==> config.mk <==
export PLATFORM = sky130hd
export DESIGN_NAME = tlc_phase_scheduler
export DESIGN_NICKNAME = d
export VERILOG_FILES = /design/src/rtl/tlc_phase_scheduler.sv
export SDC_FILE = /design/constraint.sdc
export NUM_CORES = 1
export LEC_CHECK = 0
export ABC_AREA = 1
export BUFFER_PORTS_ARGS = -buffer_cell sky130_fd_sc_hd__buf_2
export CORE_MARGIN = 2
export CORE_UTILIZATION = 54
export CTS_CLUSTER_SIZE = 40
export DETAILED_ROUTE_END_ITERATION = 6
export PLACE_DENSITY = 0.77
export SYNTH_ARGS = -nofsm -noshare
export SYNTH_HDL_FRONTEND = slang
export SYNTH_SLANG_ARGS = --single-unit
==> constraint.sdc <==
create_clock -name clk -period 2.1 [get_ports clk]
set_input_delay 0.315 -clock clk [delete_from_list [all_inputs] [get_ports clk]]
set_output_delay 0.315 -clock clk [all_outputs]
set_load 0.05 [all_outputs]
==> src/rtl/tlc_phase_scheduler.sv <==
// tlc_phase_scheduler: round-robin green-phase scheduler for a four-approach
// intersection (N/S/E/W). Each phase runs GREEN -> YELLOW -> ALLRED on an
// 8-bit down-counter, and all outputs are registered.
// Optional feature macro: TLC_PED_EN adds a pedestrian all-red WALK phase.
// Without it, ped_btn is ignored and walk is tied low.
module tlc_phase_scheduler #(
    parameter int GREEN_CYC  = 8,
    parameter int YELLOW_CYC = 2,
    parameter int ALLRED_CYC = 1,
    parameter int WALK_CYC   = 4
) (
    input  logic       clk,
    input  logic       rst,
    input  logic [3:0] req,
    input  logic       ped_btn,
    output logic [2:0] n_lights,
    output logic [2:0] s_lights,
    output logic [2:0] e_lights,
    output logic [2:0] w_lights,
    output logic [1:0] active_dir,
    output logic       walk,
    output logic       busy
);

    localparam logic [7:0] GREEN_LD  = 8'(GREEN_CYC - 1);
    localparam logic [7:0] YELLOW_LD = 8'(YELLOW_CYC - 1);
    localparam logic [7:0] ALLRED_LD = 8'(ALLRED_CYC - 1);

`ifdef TLC_PED_EN
    localparam logic [7:0] WALK_LD = 8'(WALK_CYC - 1);

    typedef enum logic [2:0] {
        S_IDLE, S_GREEN, S_YELLOW, S_ALLRED, S_WALK
    } state_t;
`else
    typedef enum logic [2:0] {
        S_IDLE, S_GREEN, S_YELLOW, S_ALLRED
    } state_t;
`endif

    state_t      state_q, state_d;
    logic [7:0]  cnt_q, cnt_d;

    // The round-robin pointer 'last' and active_dir are always equal (both are
    // loaded with the winner on every grant and reset to W), so one register
    // serves as both.
    logic [1:0]  dir_q, dir_d;

    logic [11:0] lamp_q, lamp_d;
    logic        busy_q, busy_d;
    logic        walk_q, walk_d;

    logic        expired;
    logic        any_req;
    logic        competing;
    logic [1:0]  pick;
    logic        ped_pend_w;

    // Round-robin search starting at last+1; walking from farthest to nearest
    // leaves the nearest requester in pick. The current holder (i=4 wraps to
    // last) is considered last, so it wins only as the sole requester.
    function automatic logic [1:0] rr_pick(input logic [1:0] last,
                                           input logic [3:0] r);
        logic [1:0] p;
        logic [1:0] idx;
        p = last;
        for (int i = 4; i >= 1; i--) begin
            idx = last + 2'(i);
            if (r[idx]) begin
                p = idx;
            end
        end
        return p;
    endfunction

    assign expired   = (cnt_q == 8'd0);
    assign any_req   = |req;
    assign pick      = rr_pick(dir_q, req);
    assign competing = (|(req & ~(4'b0001 << dir_q))) | ped_pend_w;

`ifdef TLC_PED_EN
    logic ped_btn_q;
    logic ped_pend_q, ped_pend_d;
    logic enter_walk;

    assign ped_pend_w = ped_pend_q;
    // A new button edge wins over the clear on WALK entry.
    assign ped_pend_d = (ped_btn & ~ped_btn_q) | (ped_pend_q & ~enter_walk);
    assign enter_walk = (state_d == S_WALK) && (state_q != S_WALK);

    // Button edge detector and pending-walk flag.
    always_ff @(posedge clk) begin
        if (rst) begin
            ped_btn_q  <= 1'b0;
            ped_pend_q <= 1'b0;
        end else begin
            ped_btn_q  <= ped_btn;
            ped_pend_q <= ped_pend_d;
        end
    end
`else
    logic unused_ped_btn;
    assign ped_pend_w     = 1'b0;
    assign unused_ped_btn = ped_btn;
`endif

    // Next-state, counter and grant decisions for the phase sequencer.
    always_comb begin
        state_d = state_q;
        dir_d   = dir_q;
        cnt_d   = expired ? 8'd0 : cnt_q - 8'd1;
        case (state_q)
            S_IDLE: begin
`ifdef TLC_PED_EN
                if (ped_pend_q) begin
                    state_d = S_WALK;
                    cnt_d   = WALK_LD;
                end else
`endif
                if (any_req) begin
                    state_d = S_GREEN;
                    dir_d   = pick;
                    cnt_d   = GREEN_LD;
                end
            end
            S_GREEN: begin
                if (expired) begin
                    if (competing) begin
                        state_d = S_YELLOW;
                        cnt_d   = YELLOW_LD;
                    end else begin
                        cnt_d   = GREEN_LD;
                    end
                end
            end
            S_YELLOW: begin
                if (expired) begin
                    state_d = S_ALLRED;
                    cnt_d   = ALLRED_LD;
                end
            end
            S_ALLRED: begin
                if (expired) begin
`ifdef TLC_PED_EN
                    if (ped_pend_q) begin
                        state_d = S_WALK;
                        cnt_d   = WALK_LD;
                    end else
`endif
                    if (any_req) begin
                        state_d = S_GREEN;
                        dir_d   = pick;
                        cnt_d   = GREEN_LD;
                    end else begin
                        state_d = S_IDLE;
                        cnt_d   = 8'd0;
                    end
                end
            end
`ifdef TLC_PED_EN
            S_WALK: begin
                if (expired) begin
                    if (any_req) begin
                        state_d = S_GREEN;
                        dir_d   = pick;
                        cnt_d   = GREEN_LD;
                    end else begin
                        state_d = S_IDLE;
                        cnt_d   = 8'd0;
                    end
                end
            end
`endif
            default: begin
                state_d = S_IDLE;
                cnt_d   = 8'd0;
            end
        endcase
    end

    // Lamp pattern per approach, derived from the next state so the lamps
    // update on the same edge as the state.
    for (genvar gi = 0; gi < 4; gi++) begin : g_lamp
        assign lamp_d[3*gi +: 3] =
            (dir_d == 2'(gi) && state_d == S_GREEN)  ? 3'b001 :
            (dir_d == 2'(gi) && state_d == S_YELLOW) ? 3'b010 : 3'b100;
    end

    assign busy_d = (state_d != S_IDLE);
`ifdef TLC_PED_EN
    assign walk_d = (state_d == S_WALK);
`else
    assign walk_d = 1'b0;
`endif

    // State, counter and registered outputs.
    always_ff @(posedge clk) begin
        if (rst) begin
            state_q <= S_IDLE;
            cnt_q   <= 8'd0;
            dir_q   <= 2'd3;
            lamp_q  <= {4{3'b100}};
            busy_q  <= 1'b0;
            walk_q  <= 1'b0;
        end else begin
            state_q <= state_d;
            cnt_q   <= cnt_d;
            dir_q   <= dir_d;
            lamp_q  <= lamp_d;
            busy_q  <= busy_d;
            walk_q  <= walk_d;
        end
    end

    assign n_lights   = lamp_q[2:0];
    assign s_lights   = lamp_q[5:3];
    assign e_lights   = lamp_q[8:6];
    assign w_lights   = lamp_q[11:9];
    assign active_dir = dir_q;
    assign busy       = busy_q;
    assign walk       = walk_q;

endmodule
**Word-level counts from Yosys, hierarchy flattened**

Cells that the tools add are included.

- Output and inout port bits: 16
- Flip-flop bits (word level): 26
- Bits of input ports: 7

- Equal/unequal tests: 8
- Shifts and indexed selects: 1
- Reductions and logical operators: 18
- $add $sub $neg: 4
- Bitwise logic cells: 2
- Mux-type cells: 35
- Order comparisons: 3

Operators by type and width:

| kind | count |
|---|---|
| $mux 3 | 15 |
| $mux 8 | 5 |
| $pmux 8 s4 | 1 |
| $pmux 3 s4 | 1 |
| $mux 2 | 5 |
| $eq 3x2->1 const B | 3 |
| $lt 2x3->1 const B | 3 |
| $logic_and 1x1->1 | 8 |
| $logic_not 8->1 | 1 |
| $reduce_or 2->1 | 4 |
| $reduce_or 4->1 | 2 |
| $sub 8x1->8 const B | 1 |
| $bmux 1 s2 | 3 |
| $eq 3x1->1 const B | 2 |
| $add 2x2->2 const B | 2 |
| $and 4x4->4 | 1 |
| $eq 2x2->1 const B | 2 |
| $mux 1 | 4 |
| $not 4->4 | 1 |
| $pmux 2 s2 | 1 |
| $shl 1x2->4 const A | 1 |
| $logic_not 3->1 | 1 |
| $reduce_bool 3->1 | 1 |
| $add 2x1->2 const B | 1 |
| 2 further kinds | 2 |

**Longest topological paths before layout**

Gate-level depths: netlist (run 1).

- Depth after elaboration: 13
- Gate-level depth with buffers: 15
- Mapped depth without buffers: 14

**Least setup slack after synthesis (run 1)**

No wires, ideal clock.

- Path type: register -> register
- Start: register dir_q[0] (netlist: active_dir[0])
- End: register lamp_q[11]
- Buffers on the path: 1
- Arrival time: 1,979 ps
- Cell stages (with the launch flop): 16
- Data required time: 1,977 ps
- Slack: -1 ps
- Path through: dfxtp_1 > buf_4 > inv_2 > ha_1 > inv_1 > nand2_1 > nand2_1 > nand2_1 > nand2_1 > nand2_1 > nand2_1 > nand2_1 > nand2_2 > nand2_1 > inv_1 > o21ai_0

- Word-level cells in the longest chain between the ends: 13
- Elaborated cells between the ends (all ways): 29
- Classes of those cells: add/sub: 3; eq/ne: 3; shift: 1; mux: 17; bitwise: 2; reduce/logical: 3

RTL lines:

| item | RTL line | text |
|---|---|---|
| start: declaration | 47 | `logic [1:0] dir_q, dir_d;` |
| start signal: assignment | 208 | `dir_q <= dir_d;` |
| $add 2x2->2 | 68 | `idx = last + 2'(i);` |
| $bmux 1 s2 | 69 | `if (r[idx]) begin` |
| $mux 1 (not written as such) | 69 |  |
| $mux 2 (3 in series) | 69 |  |
| $mux 2 | 120, 150 |  |
| $mux 2 | 143 | `if (expired) begin` |
| $pmux 2 s2 | 112 | `case (state_q)` |
| $eq 2x2->1 | 185, 186 |  |
| $logic_and 1x1->1 | 186 | `(dir_d == 2'(gi) && state_d == S_YELLOW) ? 3'b010 : 3'b100;` |
| $mux 3 | 186 |  |
| $mux 3 * | 185 | `(dir_d == 2'(gi) && state_d == S_GREEN) ? 3'b001 :` |
| end signal: assignment | 202 | `lamp_q <= {4{3'b100}};` |
| end signal: assignment | 209 | `lamp_q <= lamp_d;` |
| end: declaration | 49 | `logic [11:0] lamp_q, lamp_d;` |

Every way passes the cells marked *; elsewhere a longest branch is shown, timed or not. The select of a mux whose other input is x is not followed.
A chain may end at the register's enable or synchronous reset.

**Final worst setup path (run 1)**

Ends and elaborated chain as after synthesis.

==> summary.md, run 1 <==
The flow ran to the end, and the final reports show no timing, DRC or antenna violations. STA classifies the critical path endpoint as a register. The worst-case IR drop observed on VDD is 0.000944 V.

Using the TritonRoute via totals, the vias-per-cell ratio works out to 4.90. Total global-route track usage: 0.201. The first TritonRoute pass finished after 4 iterations. The logs give 1250 µm for the met2 routed wirelength and 2430 µm² for the area inside the core boundary. Clock tree synthesis found a total of 26 sinks. The combined flip-flop and latch cell area was 524 µm²; the net total in the final layout was 235. The root buffer cell chosen for the clock tree is sky130_fd_sc_hd__clkbuf_4. A synthesized cell averages 6.95 µm². The number of hold violations in the final report is 0, and the detailed-routing wirelength on met1 is 1270 µm. Final critical delay including setup and external delays: 1820 ps. Synthesis inferred 26 register bits.

The largest stage delay on the critical path is 450 ps, and the area of the mapped netlist is 1360 µm². The starting density of the core came out at 0.560. The total number of H-tree levels is 1, and the clock input transition at the sequential cells of the worst setup and hold paths is 140 ps.

The cell family contributing the most delay on the critical path is simple AND/OR/NAND/NOR gates. For this block, the initial DRC count from the detailed router was 27. Synthesis handed over a netlist of 196 instances. Setup repair after global routing left no endpoint under its margin. 0 antenna diodes ended up in the layout. Counting stages on the worst path, the most repeated cell is sky130_fd_sc_hd__nand2_1. The fraction of registers with async set/reset was 0. The setup TNS was 0 ps. The routed layout has 1229 vias. Once the clock tree was built, the setup fixing pass inserted 0 buffers.

The layout has 224 filler cells. From synthesis to final layout, the design area changed by 14.5%. The logs give 0.548 GHz for the fmax and 0.936 for the routability-driven placement congestion ratio. The max-capacitance violation count was 0. The total I/O pin count came out at 23.

In this run the register-to-register setup slack is 280 ps. The top cell types in the final layout, fill and taps aside, are sky130_fd_sc_hd__nand2_1 (56), sky130_fd_sc_hd__inv_1 (27), sky130_fd_sc_hd__nor2_1 (25), sky130_fd_sc_hd__dfxtp_1 (25), sky130_fd_sc_hd__buf_2 (20). The critical path is of the reg2reg type. Number of placement rows: 18. The sum of met3 wire segment lengths after detailed routing came out at 118 µm.

The first global-routing pass estimated 4360 µm of wire. Between clock sinks in the finished design, the worst skew comes to 9.81 ps. The tools report the number of distinct standard cells referenced by the synthesized netlist as 26. In this run the tool buffered the top-level ports with 20 buffer cells. Setup violations remaining at the end of the flow were counted as 0. Number of global-route vias before repair: 1082. The routed wirelength normalized by instance count was 10.6 µm; the number of buffers created by CTS was 3. The slowest stage of the critical path belongs to the cell sky130_fd_sc_hd__dfxtp_4. The fraction of layout cells with a size suffix above 1 is 0.204. The die boundary width came out at 54.2 µm.

The half-perimeter wire length after detailed placement was 2100 µm; the combined area of the multi-input logic cells was 707 µm². Counting along the longest clock path gives a buffer depth of 2. In the routed design, unresolved DRC markers number 0. For this run, the leading register cell type out of synthesis is sky130_fd_sc_hd__dfxtp_1. The count of nets left with antenna violations after detail routing is 0.

During synthesis, Yosys emitted a total of 0 warnings. Height of the die: 54.2 µm. Power comes to 1.37 mW. The required arrival time at the worst endpoint is 2310 ps, and the worst-path maximum fanout is 13. STA classifies the critical path startpoint as a register. The path class of the lowest-slack min-delay path was in2reg. Together, buffers and inverters on the worst path number 4. Wires add up to 2650 µm. For this design the static power due to leakage is 0.889 nW.

The register area share after synthesis was 0.382. For the count of final max-slew check failures, the log shows 0. The most common cell after layout, fill and taps aside was sky130_fd_sc_hd__nand2_1. TritonCTS built the clock tree.

The arrival time at the worst endpoint is 2040 ps, and the number of antenna violations at the first check in global routing is 0. The area enclosed by the die boundary is 2940 µm². The highest metal layer with signal wires is met4. Dividing total power by cell area gives a power density of 879 nW/µm².

Entering global routing, the biggest net connects 16 pins. The worst-skew pair later-pin latency was 320 ps. The final cycle utilization of the critical path is 0.869. The critical path goes through inv_2 -> ha_1 -> inv_1 -> nand2_1 -> nand2_1 -> inv_1 -> nand2_1 -> nand2_1 -> nand2_1 -> nand2_1 -> nand2_2 -> nand2_1 -> inv_1 -> o21ai_0.

The total overflow left after global routing is 0. The synthesized design contains 0 enable-type register cells.
==> path summary, 6_finish.rpt <==
check	start	to	cells after the start
worst min register to register	cnt_q[7]	cnt_q[7]	2
worst max-delay path	active_dir[0]	lamp_q[11]	14
worst max register to register	active_dir[0]	lamp_q[11]	14
worst min-delay path	rst	cnt_q[0]	2
==> synthesized netlist by cell type (2+ instances only) <==
cell type,number,area share
sky130_fd_sc_hd__nand2_1,56,0.15
sky130_fd_sc_hd__inv_1,27,0.074
sky130_fd_sc_hd__nor2_4,3,0.025
sky130_fd_sc_hd__nand2_2,6,0.028
sky130_fd_sc_hd__buf_4,2,0.011
sky130_fd_sc_hd__o21a_1,2,0.011
sky130_fd_sc_hd__a21boi_0,2,0.011
sky130_fd_sc_hd__a21oi_1,3,0.011
sky130_fd_sc_hd__inv_2,6,0.017
sky130_fd_sc_hd__o21ai_1,2,0.0073
sky130_fd_sc_hd__nor2_1,25,0.069
sky130_fd_sc_hd__nand3_1,9,0.033
sky130_fd_sc_hd__o21ai_0,5,0.018
sky130_fd_sc_hd__ha_1,6,0.055
sky130_fd_sc_hd__nand4_1,2,0.0092
sky130_fd_sc_hd__dfxtp_1,26,0.38
sky130_fd_sc_hd__xor2_1,5,0.032
==> what timing repair did <==
action / CTS / global route
setup endpoints to repair: 0 / 4
hold buffers: 0 / 0
gates resized for setup: 0 / 1
==> kinds of logic (layout without fill, tap and decap cells) <==
group                      count (synthesis)  count (layout)  synth area share
AOI/OAI and AO/OA                         16              16            0.0698
xor gates and xnor gates                   6               6            0.0386
adders and majority gates                  6               6            0.0551
buffers and inverters                     35              59             0.102
DFF                                       26              26             0.382
other                                      1               2           0.00275
and+or+nand+nor                          106             106             0.350
==> registers in the layout, indices dropped and copies added (netlist names) <==
signal	count
active_dir	2
busy	1
cnt_q	8
lamp_q	12
state_q	3
==> power by group <==
group,switching (mW),internal [mW]
clock network,0.152,0.193
registers,0.0263,0.529
logic,0.326,0.145
total,0.504,0.867
==> cell type report <==
cell class / instances / area share
timing repair buffer: 22 / 0.0738
multi-input combinational: 136 / 0.453
clock inverter: 1 / 0.0192
inverter: 33 / 0.0794
clock buffer: 3 / 0.0144
sequential: 26 / 0.336
tap: 30 / 0.0241
==> through the flow <==
| stage | instance area [µm²] | std cells | worst slack (ps) | utilization | hold WS (ps) |
|---|---|---|---|---|---|
| floorplan | 1370 | 197 | 82.1 | - | 384 |
| detailed placement | 1510 | 247 | 227 | 0.619 | 516 |
| global route | 1560 | 251 | 55.4 | 0.641 | 165 |
| global placement | 1510 | 247 | 307 | 0.619 | 509 |
| CTS | 1560 | 251 | 197 | 0.640 | 168 |
| finish | 1560 | 251 | 276 | 0.641 | 186 |
==> metal layers <==
layer	track usage	vias up
met1	0.261	556
met3	0.0383	2
met4	0.0500	0
met5	0	-
li1	-	644
met2	0.341	27
Note: power is estimated with default switching activity, not from simulation.
==> run 2: changes to the inputs <==
Settings changed: PLACE_DENSITY 0.77 to 0.86, REMOVE_ABC_BUFFERS set to 1, SKIP_LAST_GASP set to 1.
==> run 2 against run 1 <==
  * Setup slack better by 110 ps
  * Non-clock buffer count increased by 1
  * Total power fell by 0.86%
  * Via count decreased by 3.5%
  * Global-route usage fell by 2.2 points
  * Count of clock-buffer cells in the layout did not move
  * Critical endpoint is now lamp_q[2]
  * Largest power group unchanged
  * Highest routed layer unchanged
==> summary.md, run 2 (same netlist as run 1, synthesis figures left out) <==
Subtracting the final worst setup slack from the clock period gives 1710 ps. The starting density of the core was 0.560. Cell family contributing the most delay on the critical path: simple AND/OR/NAND/NOR gates. The clock net sink count came out at 26. Entering global routing, the biggest net connects 16 pins.

The clock tree root driver cell was sky130_fd_sc_hd__clkbuf_4. The largest single stage delay on the critical path is 370 ps. For the required arrival time at the worst endpoint, the log shows 2320 ps. The min-delay analysis places its worst path in the category in2reg.

The count of nets left with antenna violations after detail routing is 0, and the routability-driven placement congestion ratio is 0.901. The routed layout has 1186 vias. For the worst supply voltage drop on vdd, the log shows 0.000800 V. The global-route congestion overflow total is 0. In the final layout, the registers with the most flip-flops are lamp_q (12), cnt_q (8), state_q (3). Of all nets on the critical path, the largest fanout is 6. The global-route wire length before repair came out at 3830 µm. For this block, the initial DRC count from the detailed router was 18. The routed design has 2400 µm of wire. The via density per instance works out to 4.71. The tools report the total number of H-tree levels as 1. The run gives 2430 µm² as the area inside the core boundary. For the total global-route track usage, the log shows 0.179.

The tools report the total inserted antenna cells as 0. Dividing total power by cell area gives a power density of 869 nW/µm². Clock tree synthesis inserted a total of 3 buffers.

Traced cell by cell, the critical path runs through inv_2 -> ha_1 -> inv_1 -> nand2_1 -> nand2_1 -> inv_1 -> nand3_1 -> nand2_1 -> nand2_1 -> nand2_2 -> nor2_1 -> o21ai_0. After detailed routing, the average wire length per cell comes to 9.54 µm. TritonCTS built the clock tree. Post-CTS timing repair inserted 0 buffers for setup. Setup violations remaining at the end of the flow were counted as 0.

The area enclosed by the die boundary was 2940 µm²; the clock input transition at the sequential cells of the worst setup and hold paths was 140 ps. The run gives 0 as the count of final max-slew check failures. The die boundary width is 54.2 µm.

Leaving out fill and tap cells, the most frequent cells in the layout are sky130_fd_sc_hd__nand2_1 (56), sky130_fd_sc_hd__inv_1 (27), sky130_fd_sc_hd__dfxtp_1 (26). The tools report the detailed-route DRC error count as 0. The final cycle utilization of the critical path was 0.816.

The run finished with clean final reports. For the number of placement rows, the log shows 18. The tools report the share of the core filled with cells as 0.643. The net count of the finished layout is 236.

In this run the count of I/O pins placed on the die edge is 23. In this run the vertical extent of the chip is 54.2 µm. The logs give 0 for the number of hold violations in the final report and 6 for the detailed-router iteration count before antenna repair. The most repeated library cell on the critical path was sky130_fd_sc_hd__nand2_1.

Based on the critical path, the design can be clocked at up to 0.584 GHz. The register with the most flip-flops in the layout has 12 of them. STA classifies the critical path startpoint as a register.

The run gives 1.36 mW as the total power. The max-capacitance violation count came out at 0. The tools report the post-cts repair resize count as 0.

Fraction of layout cells with a size suffix above 1: 0.203. The quantity of I/O buffers inserted on ports was 20. On the critical path, the stage with the largest delay is an instance of sky130_fd_sc_hd__dfxtp_1. The library cell used most frequently in the layout, excluding fill and tap cells, is sky130_fd_sc_hd__nand2_1. The tools report the worst-skew pair later-pin latency as 320 ps. The worst setup path is of the reg2reg kind.

lamp_q holds more flip-flops than any other register. The tools report the number of antenna violations at the first check in global routing as 0. The buffer depth of the longest clock path is 2, and the number of global-route vias before repair is 989. The run gives 0 as the number of hold buffers added after CTS. The worst setup path is captured at a register.

The half-perimeter wire length after detailed placement was 1930 µm. Setup repair after global routing left no endpoint under its margin. Counting both buffers and inverters, the worst setup path holds a total of 3. The area growth from synthesis to layout is 14.8%.

For the worst setup path, the data arrival time is 1930 ps. The tools report the leakage power of the design as 0.893 nW. The run gives 10.4 ps as the final setup skew.
==> run 2: worst register-to-register path: cells and delay by family, from the launching register on <==
family                     cells  cell delay [ps]
adders and majority gates      1              330
and+or+nand+nor                7              580
DFF                            1              370
buffers and inverters          3              210
AOI/OAI and AO/OA              1              100
==> run 2: through the flow <==
step	cell area [µm²]	worst slack (ps)	hold WS, ps	std cells	TNS (ps)
floorplan	1350	-31.1	384	195	-39.9
global placement	1510	445	509	248	0
detailed placement	1510	425	519	248	0
CTS	1560	391	177	252	0
global route	1560	159	172	252	0
finish	1560	387	188	252	0
==> run 2: power by group <==
group	total, mW	switching [mW]	internal, mW
clock	0.337	0.144	0.193
sequential	0.545	0.0171	0.527
combinational	0.477	0.329	0.148
total	1.36	0.491	0.869
==> run 2: worst paths after layout <==
| path | startpoint | end | slack [ps] | depth (start not counted) |
|---|---|---|---|---|
| worst max register to register | active_dir[0] | lamp_q[2] | 390 | 12 |
| worst min-delay path | rst | cnt_q[0] | 190 | 2 |
| worst min register to register | cnt_q[7] | cnt_q[7] | 540 | 2 |
| worst max-delay path | active_dir[0] | lamp_q[2] | 390 | 12 |
==> run 2: layout make-up <==
class	count	area (µm²)
Clock inverter	1	30.0
Tap cell	30	37.5
Sequential cell	26	520
Fill cell	230	868
Multi-Input combinational cell	136	707
Clock buffer	3	22.5
Inverter	33	124
Timing Repair Buffer	23	123
==> run 2: layer usage <==
layer | share of wire | track usage | vias to the layer above | routed length (µm)
li1 | - | - | 646 | -
met1 | 0.45 | 0.210 | 519 | 1070
met2 | 0.51 | 0.319 | 19 | 1230
met3 | 0.032 | 0.0519 | 2 | 77
met4 | 0.0079 | 0.0375 | 0 | 19
met5 | 0 | 0 | - | 0
==> run 3: changes to the inputs <==
Clock period 2.1 ns to 1.75 ns, I/O delays scaled along.
==> run 3 against run 2 <==
  * Hold slack worse by 46 ps
  * Non-clock buffer count rose by 2
  * Total power up 26%
  * Setup slack worse by 310 ps
  * Combinational power is 36% higher
  * Via count grew 1.9%
  * Clock skew is 0.75 ps lower
  * Sequential cell count is the same
  * Critical endpoint is now lamp_q[11]
==> summary.md, run 3 (same netlist as run 1, synthesis figures left out) <==
The worst hold path was traced through 2 stages. In this run the critical register-to-register path is launched from cnt_q[1]. The total I/O pin count is 23, and the global-route wire length before repair is 3970 µm. Number of antenna violations at the first check in global routing: 0. For this run the aggregate overflow at the end of global routing stands at 0. The slowest cell on the critical path was sky130_fd_sc_hd__dfxtp_1. Entering global routing, the biggest net connects 16 pins. The logs give 0.560 for the starting density of the core and 9.70 ps for the final setup skew. The relative slew slack was 0.409; the count of cells along the worst register-to-register path was 13. The number of global-route vias before repair was 1011; the total of endpoints with negative setup slack in the final report was 0.

Category of the worst setup path capture point: a register. The die is 54.2 µm wide. Routability-driven placement finished with a final weighted congestion of 0.893. In the final routed layout, each cell accounts on average for 10.2 µm. Detailed-router iteration count before antenna repair: 4. In the layout the commonest cells are sky130_fd_sc_hd__nand2_1 (53), sky130_fd_sc_hd__inv_1 (26), sky130_fd_sc_hd__nor2_1 (23), sky130_fd_sc_hd__dfxtp_1 (23), sky130_fd_sc_hd__buf_2 (20).

The total wirelength of the detailed-routed design was 2600 µm. STA puts the critical path data required time at 1960 ps. After detailed routing, the number of remaining DRC violations is 0.

The total global-route track usage was 0.184. The element type at the critical path start was a register. The number of hold violations in the final report is 0.

The run finished with clean final reports. The library cell used most frequently in the layout, excluding fill and tap cells, is sky130_fd_sc_hd__nand2_1. In this run the worst hold path is classified as in2reg. Summing over every cut layer, the via total after detailed routing is 1209.

The layout-stage area growth over the synthesis result is 20.2%, and the via density per instance is 4.76. The worst supply voltage drop on vdd was 0.000737 V. In this run the static leakage power is 0.910 nW. The max-capacitance violation count is 0, and the number of placed cells counting well taps is 248. The hold path endpoint was cnt_q[0]. The height of the die is 54.2 µm, and the arrival time at the worst endpoint is 1880 ps. The detail route stage leaves a number of antenna-violating nets equal to 0. The final cycle utilization of the critical path is 0.956. Across all register-to-register paths, the minimum setup slack is 80 ps. Summed over all nets, the half-perimeter wirelength after detailed placement is 1930 µm.

Slew at the pin with the worst max-slew slack: 876 ps. Buffers placed on the I/O ports in this run total 20. After clock tree synthesis, the clock-pin slew on the worst setup and hold paths is 130 ps. The largest stage delay on the critical path is 340 ps. The core region is 2430 µm². The final critical delay including setup and external delays is 1670 ps. Setup repair after global routing could not meet its margin everywhere.

The run gives 3 as the number of buffers created by CTS. Walking the worst path, the cells encountered are inv_1 -> ha_1 -> nand2_1 -> nor2_4 -> inv_2 -> nand2_2 -> nand2_2 -> inv_1 -> nand2_1 -> nand2_4 -> nand2_2 -> inv_1 -> o21ai_0. In this run the critical register-to-register path is captured at lamp_q[11]. The fraction of layout cells with a size suffix above 1 is 0.259.

The area enclosed by the die boundary is 2940 µm², and the post-route non-filler standard cell count is 254. The total number of H-tree levels is 1, and the count of final max-slew check failures is 0. Clock tree synthesis selected as its root buffer the cell sky130_fd_sc_hd__clkbuf_4. No sink is reached through more buffers than the 2 on the longest clock path. TritonCTS built the clock tree. The worst-path maximum fanout works out to 5. The critical path in this run is classified as reg2reg.

The net total in the final layout is 238, and the clock net sink count is 26. For this design the ratio of total power to cell area is 1040 nW/µm². For the worst-skew pair, the clock arrives at the later sink with an insertion delay of 320 ps. The register containing the most flip-flops in the final layout is lamp_q. Row generation in the floorplan step produced 18 rows. The tools report the start point of the worst hold path as rst. 0 antenna diodes ended up in the layout. The fmax came out at 0.598 GHz. The logs give 142 ps for the worst hold slack and 32 for the first-iteration detailed-routing DRC count.

The largest registers in the layout are lamp_q (12), cnt_q (8), state_q (3). The register with the most flip-flops in the layout has 12 of them.
==> run 3: cell count changes in the layout (fill, tap and decap cells not counted), sizes merged <==
cell | before | now
buf | 23 | 25
==> run 3: what timing repair did <==
item / 4_1_cts / 5_1_grt
endpoints found under the setup margin: 0 / 12
gates resized for setup: 0 / 17
hold buffers: 0 / 0
setup buffers: 0 / 2
==> run 3: where the power goes <==
part           total [mW]  switching (mW)  internal [mW]
sequential          0.659          0.0242          0.635
combinational       0.650           0.434          0.216
clock               0.402           0.171          0.232
total                1.71           0.629           1.08
==> run 3: per-layer routing <==
layer | vias to the layer above | global-route usage | part of all wire
li1 | 649 | - | -
met4 | 0 | 0.0375 | 0.0073
met5 | - | 0 | 0
met2 | 15 | 0.321 | 0.50
met3 | 2 | 0.0410 | 0.022
met1 | 543 | 0.231 | 0.47
==> run 3: final cells by class <==
cell class | count | area [µm²]
Tap cell | 30 | 37.5
Clock buffer | 3 | 22.5
Sequential cell | 26 | 524
Multi-Input combinational cell | 136 | 756
Timing Repair Buffer | 25 | 141
Clock inverter | 1 | 30.0
Fill cell | 206 | 795
Inverter | 33 | 126
==> run 3: how the worst max path moves through the flow <==
stage,end,depth (start not counted),startpoint,slack (ps)
after global placement,lamp_q[11],14,active_dir[0],100
after detailed placement,lamp_q[11],14,active_dir[0],50
after floorplan,lamp_q[11],13,active_dir[0],-380
after CTS,lamp_q[11],14,active_dir[0],6
after global routing,lamp_q[11],13,cnt_q[1],-40
final,lamp_q[11],13,cnt_q[1],80
==> run 3: metrics by stage <==
| stage | power [mW] | util | setup TNS [ps] | cell area [µm²] | worst slack [ps] |
|---|---|---|---|---|---|
| 2_1_floorplan | 1.13 | - | -5030 | 1350 | -381 |
| 3_3_place_gp | 1.23 | 0.621 | 0 | 1510 | 96.3 |
| 3_5_place_dp | 1.24 | 0.621 | 0 | 1510 | 53.8 |
| 4_1_cts | 1.65 | 0.643 | 0 | 1560 | 5.68 |
| 5_1_grt | 1.82 | 0.673 | -125 | 1640 | -38.7 |
| 6_report | 1.71 | 0.673 | 0 | 1640 | 77.1 |
==> run 3: critical path, delay by kind of cell, from the launching register on <==
family / cells / cell delay [ps]
compound gates: 1 / 70
fa+ha+maj: 1 / 150
buf+inv: 4 / 310
flops: 1 / 340
simple gates: 7 / 710
